<file path="src/rtl/door_pkg.sv">
// -----------------------------------------------------------------------------
// door_pkg
// Shared definitions for the keypad door-lock front end:
//   - door_state_e : controller state encoding (NORMAL / LOCKOUT / ALARM)
//   - KEY1..KEY4   : bit index of each keypad button in btn_raw / btn_fwd
//   - DEF_*        : default policy values used as parameter defaults
// -----------------------------------------------------------------------------
package door_pkg;

    typedef enum logic [1:0] {
        ST_NORMAL  = 2'd0,
        ST_LOCKOUT = 2'd1,
        ST_ALARM   = 2'd2
    } door_state_e;

    localparam int KEY1 = 0;
    localparam int KEY2 = 1;
    localparam int KEY3 = 2;
    localparam int KEY4 = 3;

    localparam int DEF_MAX_FAIL    = 3;
    localparam int DEF_LOCK_TICKS  = 30;
    localparam int DEF_MAX_STRIKES = 2;

endpackage

</file>
<file path="src/rtl/btn_sync_edge.sv">
// -----------------------------------------------------------------------------
// btn_sync_edge
// Brings the four asynchronous keypad buttons into the clk domain with a
// 2-flop synchroniser, then detects 0->1 transitions against a third flop.
// The press vector is registered, so a raw edge captured at edge N shows up
// on press during the cycle after edge N+2.
// Ports:
//   clk      in   system clock
//   reset_n  in   asynchronous active-low reset, clears every flop
//   btn_raw  in   [3:0] raw button levels (asynchronous)
//   press    out  [3:0] one-cycle rising-edge pulses, one bit per button
// -----------------------------------------------------------------------------
module btn_sync_edge (
    input  logic       clk,
    input  logic       reset_n,
    input  logic [3:0] btn_raw,
    output logic [3:0] press
);

    logic [3:0] sync1_q, sync1_d;
    logic [3:0] sync2_q, sync2_d;
    logic [3:0] sync3_q, sync3_d;
    logic [3:0] press_q, press_d;

    always_comb begin
        sync1_d = btn_raw;
        sync2_d = sync1_q;
        sync3_d = sync2_q;
        // Only a 0->1 transition produces a pulse; a held button stays quiet.
        press_d = sync2_q & ~sync3_q;
    end

    always_ff @(posedge clk or negedge reset_n) begin
        if (!reset_n) begin
            sync1_q <= '0;
            sync2_q <= '0;
            sync3_q <= '0;
            press_q <= '0;
        end else begin
            sync1_q <= sync1_d;
            sync2_q <= sync2_d;
            sync3_q <= sync3_d;
            press_q <= press_d;
        end
    end

    assign press = press_q;

endmodule

</file>
<file path="src/rtl/door_access_ctrl.sv">
// -----------------------------------------------------------------------------
// door_access_ctrl
// Keypad door-lock front end. Forwards single key presses to the code checker,
// counts consecutive failed entries, enforces a timed lockout after MAX_FAIL
// failures and latches a sticky alarm after MAX_STRIKES lockouts. Only
// admin_clear (or reset) leaves the alarm.
// Ports:
//   clk            in   system clock
//   reset_n        in   asynchronous active-low reset
//   tick           in   one-cycle time-base strobe for the lockout timer
//   btn_raw        in   [3:0] raw asynchronous buttons, bit0=key1 .. bit3=key4
//   admin_clear    in   synchronous clear of counters, lockout and alarm
//   code_ok        in   checker pulse: full code accepted
//   code_fail      in   checker pulse: wrong key
//   btn_fwd        out  [3:0] one-hot press pulse to the checker
//   checker_rst    out  one-cycle pulse forcing the checker to idle
//   locked         out  high in LOCKOUT and ALARM
//   alarm          out  high in ALARM
//   fail_count     out  [FAIL_W-1:0] consecutive failures
//   lock_remaining out  [LOCK_W-1:0] ticks left in lockout, 0 otherwise
// All outputs are driven straight from flops.
// -----------------------------------------------------------------------------
module door_access_ctrl
    import door_pkg::*;
#(
    parameter int MAX_FAIL    = DEF_MAX_FAIL,
    parameter int LOCK_TICKS  = DEF_LOCK_TICKS,
    parameter int MAX_STRIKES = DEF_MAX_STRIKES,
    parameter int FAIL_W      = 2,
    parameter int LOCK_W      = 6
) (
    input  logic              clk,
    input  logic              reset_n,
    input  logic              tick,
    input  logic [3:0]        btn_raw,
    input  logic              admin_clear,
    input  logic              code_ok,
    input  logic              code_fail,
    output logic [3:0]        btn_fwd,
    output logic              checker_rst,
    output logic              locked,
    output logic              alarm,
    output logic [FAIL_W-1:0] fail_count,
    output logic [LOCK_W-1:0] lock_remaining
);

    localparam int FC_W     = FAIL_W + 1;
    localparam int STRIKE_W = $clog2(MAX_STRIKES + 1);

    logic [3:0] press;

    door_state_e       state_q, state_d;
    logic [FAIL_W-1:0] fail_count_q, fail_count_d;
    logic [STRIKE_W-1:0] strikes_q, strikes_d;
    logic [LOCK_W-1:0] lock_remaining_q, lock_remaining_d;
    logic [3:0]        btn_fwd_q, btn_fwd_d;
    logic              checker_rst_q, checker_rst_d;
    logic              locked_q, locked_d;
    logic              alarm_q, alarm_d;

    logic              press_multi;
    logic              press_single;
    logic              failure;
    logic [FC_W-1:0]   fail_inc;
    logic [STRIKE_W-1:0] strikes_inc;

    btn_sync_edge u_btn_sync_edge (
        .clk     (clk),
        .reset_n (reset_n),
        .btn_raw (btn_raw),
        .press   (press)
    );

    always_comb begin
        state_d          = state_q;
        fail_count_d     = fail_count_q;
        strikes_d        = strikes_q;
        lock_remaining_d = lock_remaining_q;
        btn_fwd_d        = '0;
        checker_rst_d    = 1'b0;

        // Clearing the lowest set bit leaves something only if >=2 bits are set.
        press_multi  = ((press & (press - 4'd1)) != 4'd0);
        press_single = (press != 4'd0) && !press_multi;
        failure      = code_fail || press_multi;
        fail_inc     = {1'b0, fail_count_q} + FC_W'(1);
        strikes_inc  = (strikes_q >= STRIKE_W'(MAX_STRIKES)) ? strikes_q
                                                              : strikes_q + STRIKE_W'(1);

        if (admin_clear) begin
            state_d          = ST_NORMAL;
            fail_count_d     = '0;
            strikes_d        = '0;
            lock_remaining_d = '0;
            checker_rst_d    = 1'b1;
        end else begin
            unique case (state_q)
                ST_NORMAL: begin
                    if (press_multi) begin
                        checker_rst_d = 1'b1;
                    end
                    if (failure) begin
                        // A failure outranks a coincident code_ok.
                        if (fail_inc >= FC_W'(MAX_FAIL)) begin
                            fail_count_d  = '0;
                            strikes_d     = strikes_inc;
                            checker_rst_d = 1'b1;
                            if (strikes_inc >= STRIKE_W'(MAX_STRIKES)) begin
                                state_d          = ST_ALARM;
                                lock_remaining_d = '0;
                            end else begin
                                state_d          = ST_LOCKOUT;
                                lock_remaining_d = LOCK_W'(LOCK_TICKS);
                            end
                        end else begin
                            fail_count_d = fail_inc[FAIL_W-1:0];
                            if (press_single) begin
                                btn_fwd_d = press;
                            end
                        end
                    end else begin
                        if (press_single) begin
                            btn_fwd_d = press;
                        end
                        if (code_ok) begin
                            fail_count_d = '0;
                            strikes_d    = '0;
                        end
                    end
                end
                ST_LOCKOUT: begin
                    if (tick) begin
                        if (lock_remaining_q <= LOCK_W'(1)) begin
                            state_d          = ST_NORMAL;
                            lock_remaining_d = '0;
                        end else begin
                            lock_remaining_d = lock_remaining_q - LOCK_W'(1);
                        end
                    end
                end
                ST_ALARM: begin
                    lock_remaining_d = '0;
                end
                default: begin
                    state_d          = ST_NORMAL;
                    fail_count_d     = '0;
                    strikes_d        = '0;
                    lock_remaining_d = '0;
                end
            endcase
        end

        locked_d = (state_d != ST_NORMAL);
        alarm_d  = (state_d == ST_ALARM);
    end

    always_ff @(posedge clk or negedge reset_n) begin
        if (!reset_n) begin
            state_q          <= ST_NORMAL;
            fail_count_q     <= '0;
            strikes_q        <= '0;
            lock_remaining_q <= '0;
            btn_fwd_q        <= '0;
            checker_rst_q    <= 1'b0;
            locked_q         <= 1'b0;
            alarm_q          <= 1'b0;
        end else begin
            state_q          <= state_d;
            fail_count_q     <= fail_count_d;
            strikes_q        <= strikes_d;
            lock_remaining_q <= lock_remaining_d;
            btn_fwd_q        <= btn_fwd_d;
            checker_rst_q    <= checker_rst_d;
            locked_q         <= locked_d;
            alarm_q          <= alarm_d;
        end
    end

    assign btn_fwd        = btn_fwd_q;
    assign checker_rst    = checker_rst_q;
    assign locked         = locked_q;
    assign alarm          = alarm_q;
    assign fail_count     = fail_count_q;
    assign lock_remaining = lock_remaining_q;

endmodule

</file>
<file path="config.mk">
export PLATFORM = sky130hd
export DESIGN_NAME = door_access_ctrl
export DESIGN_NICKNAME = d
export VERILOG_FILES = /design/src/rtl/door_pkg.sv /design/src/rtl/btn_sync_edge.sv /design/src/rtl/door_access_ctrl.sv
export SDC_FILE = /design/constraint.sdc
export NUM_CORES = 1
export LEC_CHECK = 0
export BUFFER_PORTS_ARGS = -buffer_cell sky130_fd_sc_hd__clkbuf_2
export CORE_ASPECT_RATIO = 1.4
export CORE_MARGIN = 2
export CORE_UTILIZATION = 50
export DETAILED_ROUTE_END_ITERATION = 6
export PLACE_DENSITY = 0.79
export SYNTH_ARGS = -nofsm -noshare
export SYNTH_HDL_FRONTEND = slang
export SYNTH_HIERARCHICAL = 1
export SYNTH_SLANG_ARGS = --single-unit
</file>
<file path="constraint.sdc">
create_clock -name clk -period 2.5 [get_ports clk]
set_input_delay 0.125 -clock clk [delete_from_list [all_inputs] [get_ports clk]]
set_output_delay 0.125 -clock clk [all_outputs]
set_load 0.03 [all_outputs]
</file>
==> out/qor.yml <==
logic_synthesis:
  synth_compound_area_frac: 0.176
  synth_nets: 156
  ys_seq_area_frac: 0.556
  synthSimpleGateAreaFrac: 0.171
  yosysWarnings: 6
  ys_types: 34
  synth_area_per_cell_um2: 11.3
  syn-cell-area_mm2: 0.00157
  synthAdderAreaFrac: 0.0556
  synth_top_family_by_area: "compound AO/OA/AOI/OAI gates"
  netlist_instances: 139
  muxShareOfSynthArea: 0.00636
  synth-xor-area-share: 0
  ys_ff_latch: 35
detailed_routing:
  drt_wl_total_um: 2820
  ant_nets: 0
  drc: 0
  drt_iter0_drc: 25
  avgRoutedWirePerCell_um: 13.3
  vias: 1163
  viasPerCell: 5.49
  first_pass_iters: 4
hold_path:
  hold_class: "primary input to flop"
grt:
  grt_max_degree: 36
  grt_usage: 0.182
  grt-ovfl-total: 0
  grt_pass1_wl_um: 4800
  grt_antenna_before_repair: 0
  first_global_vias: 1140
critical_path:
  worst-setup-path-type: "flop to flop"
  required_ns: 2.72
  worstPathMaxFanout: 6
  crit_chain: "inv_1 > ha_1 > o21bai_1 > nor2_1 > or4_1 > o21ai_1"
  slowest_stage: "or4_1"
  start_kind: "flop"
  slowest_delay_ns: 0.51
  crit_path_end_kind: "flop"
  cp.arrival_ns: 2.25
floorplanning:
  chipHeight_um: 70.4
  die_x_um: 51.4
  ios: 25
  die_area_mm2: 0.00362
  fp-row-count: 24
  core_area_mm2: 0.00306
  initial_core_util: 0.514
pwr:
  p_leak_uw: 0.000880
  p_per_area_mw_per_mm2: 692
  ir_drop_uv: 509
  power_uw: 1290
sta:
  hold_viol: 0
  fin_worst_skew_ns: 0.00404
  min_period_ns: 2.03
  slew_headroom: 0.458
  holdWs_ns: 0.150
  finalSetupTns_ns: 0
  finalSetupViolations: 0
  rsz0062_at_grt: "no"
  slew_violations: 0
  worst_slew_pin_slew_ns: 0.813
  min_period_over_period: 0.810
  fin_ws_ns: 0.474
  max_freq_mhz: 494
placement:
  gp_congestion: 0.836
  port_buffers: 24
  dpl.hpwl_um: 2020
  pre_cts_ws_ns: 0.528
cts:
  cts.path.max_buffers: 2
  cts_root_buffer: "clkbuf_8"
  path_clk_slew_ns: 0.07
  cts_tree: "yes"
  cts.sinks: 35
  htree_levels: 2
  clkLatencyLatePin_ns: 0.29
  cts_buffers: 5
  cts_resized: 0
final_layout:
  final_cell_mix: "dfrtp_1 (35), clkbuf_2 (24), o21ai_0 (12)"
  syn_to_final_growth_pct: 18.3
  antennaDiodeCount: 0
  final_common_cell: "dfrtp_1"
  drive_gt1_frac: 0.243
  fill_cells: 271
  final_nets: 189
run_status:
  run_status: "finished, final reports clean"
flow_run:
  cap_violations: 0
path summary, 6_finish.rpt:
kind | end | start | slack (ns) | cells after the start
setup / recovery | lock_remaining[5] | lock_remaining[0] | 0.47 | 6
hold / removal | alarm | admin_clear | 0.15 | 2
setup reg to reg | lock_remaining[5] | lock_remaining[0] | 0.47 | 6
max in group asynchronous | lock_remaining[2] | reset_n | 1.53 | 2
hold reg to reg | u_btn_sync_edge/sync2_q[3] | u_btn_sync_edge/sync1_q[3] | 0.35 | 0
min in group asynchronous | lock_remaining[3] | reset_n | 0.45 | 2
synth_stat cells:
master,n,area [µm²]
a2111o_1,2,22.5
o21a_1,1,7.51
clkbuf_1,1,3.75
ha_1,7,87.6
nand3b_1,1,7.51
a211oi_1,3,22.5
o22ai_1,5,31.3
inv_1,10,37.5
o31a_1,2,17.5
and4_1,1,8.76
nand3_2,1,10.0
a21oi_1,5,25.0
mux2i_1,1,10.0
nor4b_2,2,30.0
nand2_1,8,30.0
a32o_1,1,10.0
o21bai_1,2,15.0
nand2b_1,3,18.8
nor2b_4,4,55.1
buf_2,1,5.00
a31oi_2,2,25.0
a22o_1,2,17.5
or2_2,2,12.5
o21ai_1,2,10.0
o21ai_0,12,60.1
or4_1,1,7.51
a21o_1,1,7.51
a31oi_1,1,6.26
buf_4,1,7.51
dfrtp_1,35,876
nor3_1,4,20.0
nor2_1,10,37.5
nor2b_1,2,12.5
or3_1,3,18.8
per-stage QoR:
step / cell area [µm²] / utilization / std cells
detailed placement: 1730 / 0.564 / 199
floorplan: 1570 / - / 139
global route: 1860 / 0.608 / 212
global placement: 1730 / 0.564 / 199
finish: 1860 / 0.608 / 212
CTS: 1860 / 0.608 / 212
what timing repair did:
action	4_1_cts	5_1_grt
hold endpoints to repair	39	0
setup buffers	0	0
hold buffers	5	0
metal layers:
metal / global-route usage / vias up / wire (µm)
met5: 0 / - / 0
met4: 0.0965 / 0 / 70
met3: 0.0662 / 8 / 188
met2: 0.289 / 45 / 1460
met1: 0.210 / 553 / 1100
li1: - / 557 / -
registers in the layout, indices dropped and copies added, names as in the netlist:
signal,flops
lock_remaining,6
btn_fwd,4
u_btn_sync_edge/press,4
u_btn_sync_edge/sync1_q,4
u_btn_sync_edge/sync2_q,4
u_btn_sync_edge/sync3_q,4
fail_count,2
state_q,2
strikes_q,2
alarm,1
checker_rst,1
locked,1
cell type report:
type / instances / area [µm²] / area share
sequential: 35 / 876 / 0.470
inverter: 10 / 37.5 / 0.0202
timing repair buffer: 29 / 170 / 0.0914
tap: 39 / 48.8 / 0.0262
clock buffer: 6 / 72.6 / 0.0390
multi-input combinational: 91 / 644 / 0.346
clock inverter: 2 / 12.5 / 0.00672
critical path: cells and delay by family (launching register included):
family / cells / cell delay, ns
AND/OR/NAND/NOR: 2 / 0.65
AO/OA/AOI/OAI: 2 / 0.58
flip-flops: 1 / 0.41
adder cells (fa/ha/maj): 1 / 0.23
buffers and inverters: 1 / 0.09
where the power goes:
group	total, µW	switching, µW	internal [µW]
Clock	392	198	194
Sequential	638	32.7	605
Combinational	258	165	93.5
Total	1290	395	893
cell families after synthesis:
group	Yosys count
AO/OA/AOI/OAI	41
adder cells (fa/ha/maj)	7
buffers and inverters	13
flip-flops	35
multiplexers	1
AND/OR/NAND/NOR	42
No activity file was read; power rests on OpenSTA's default activity.
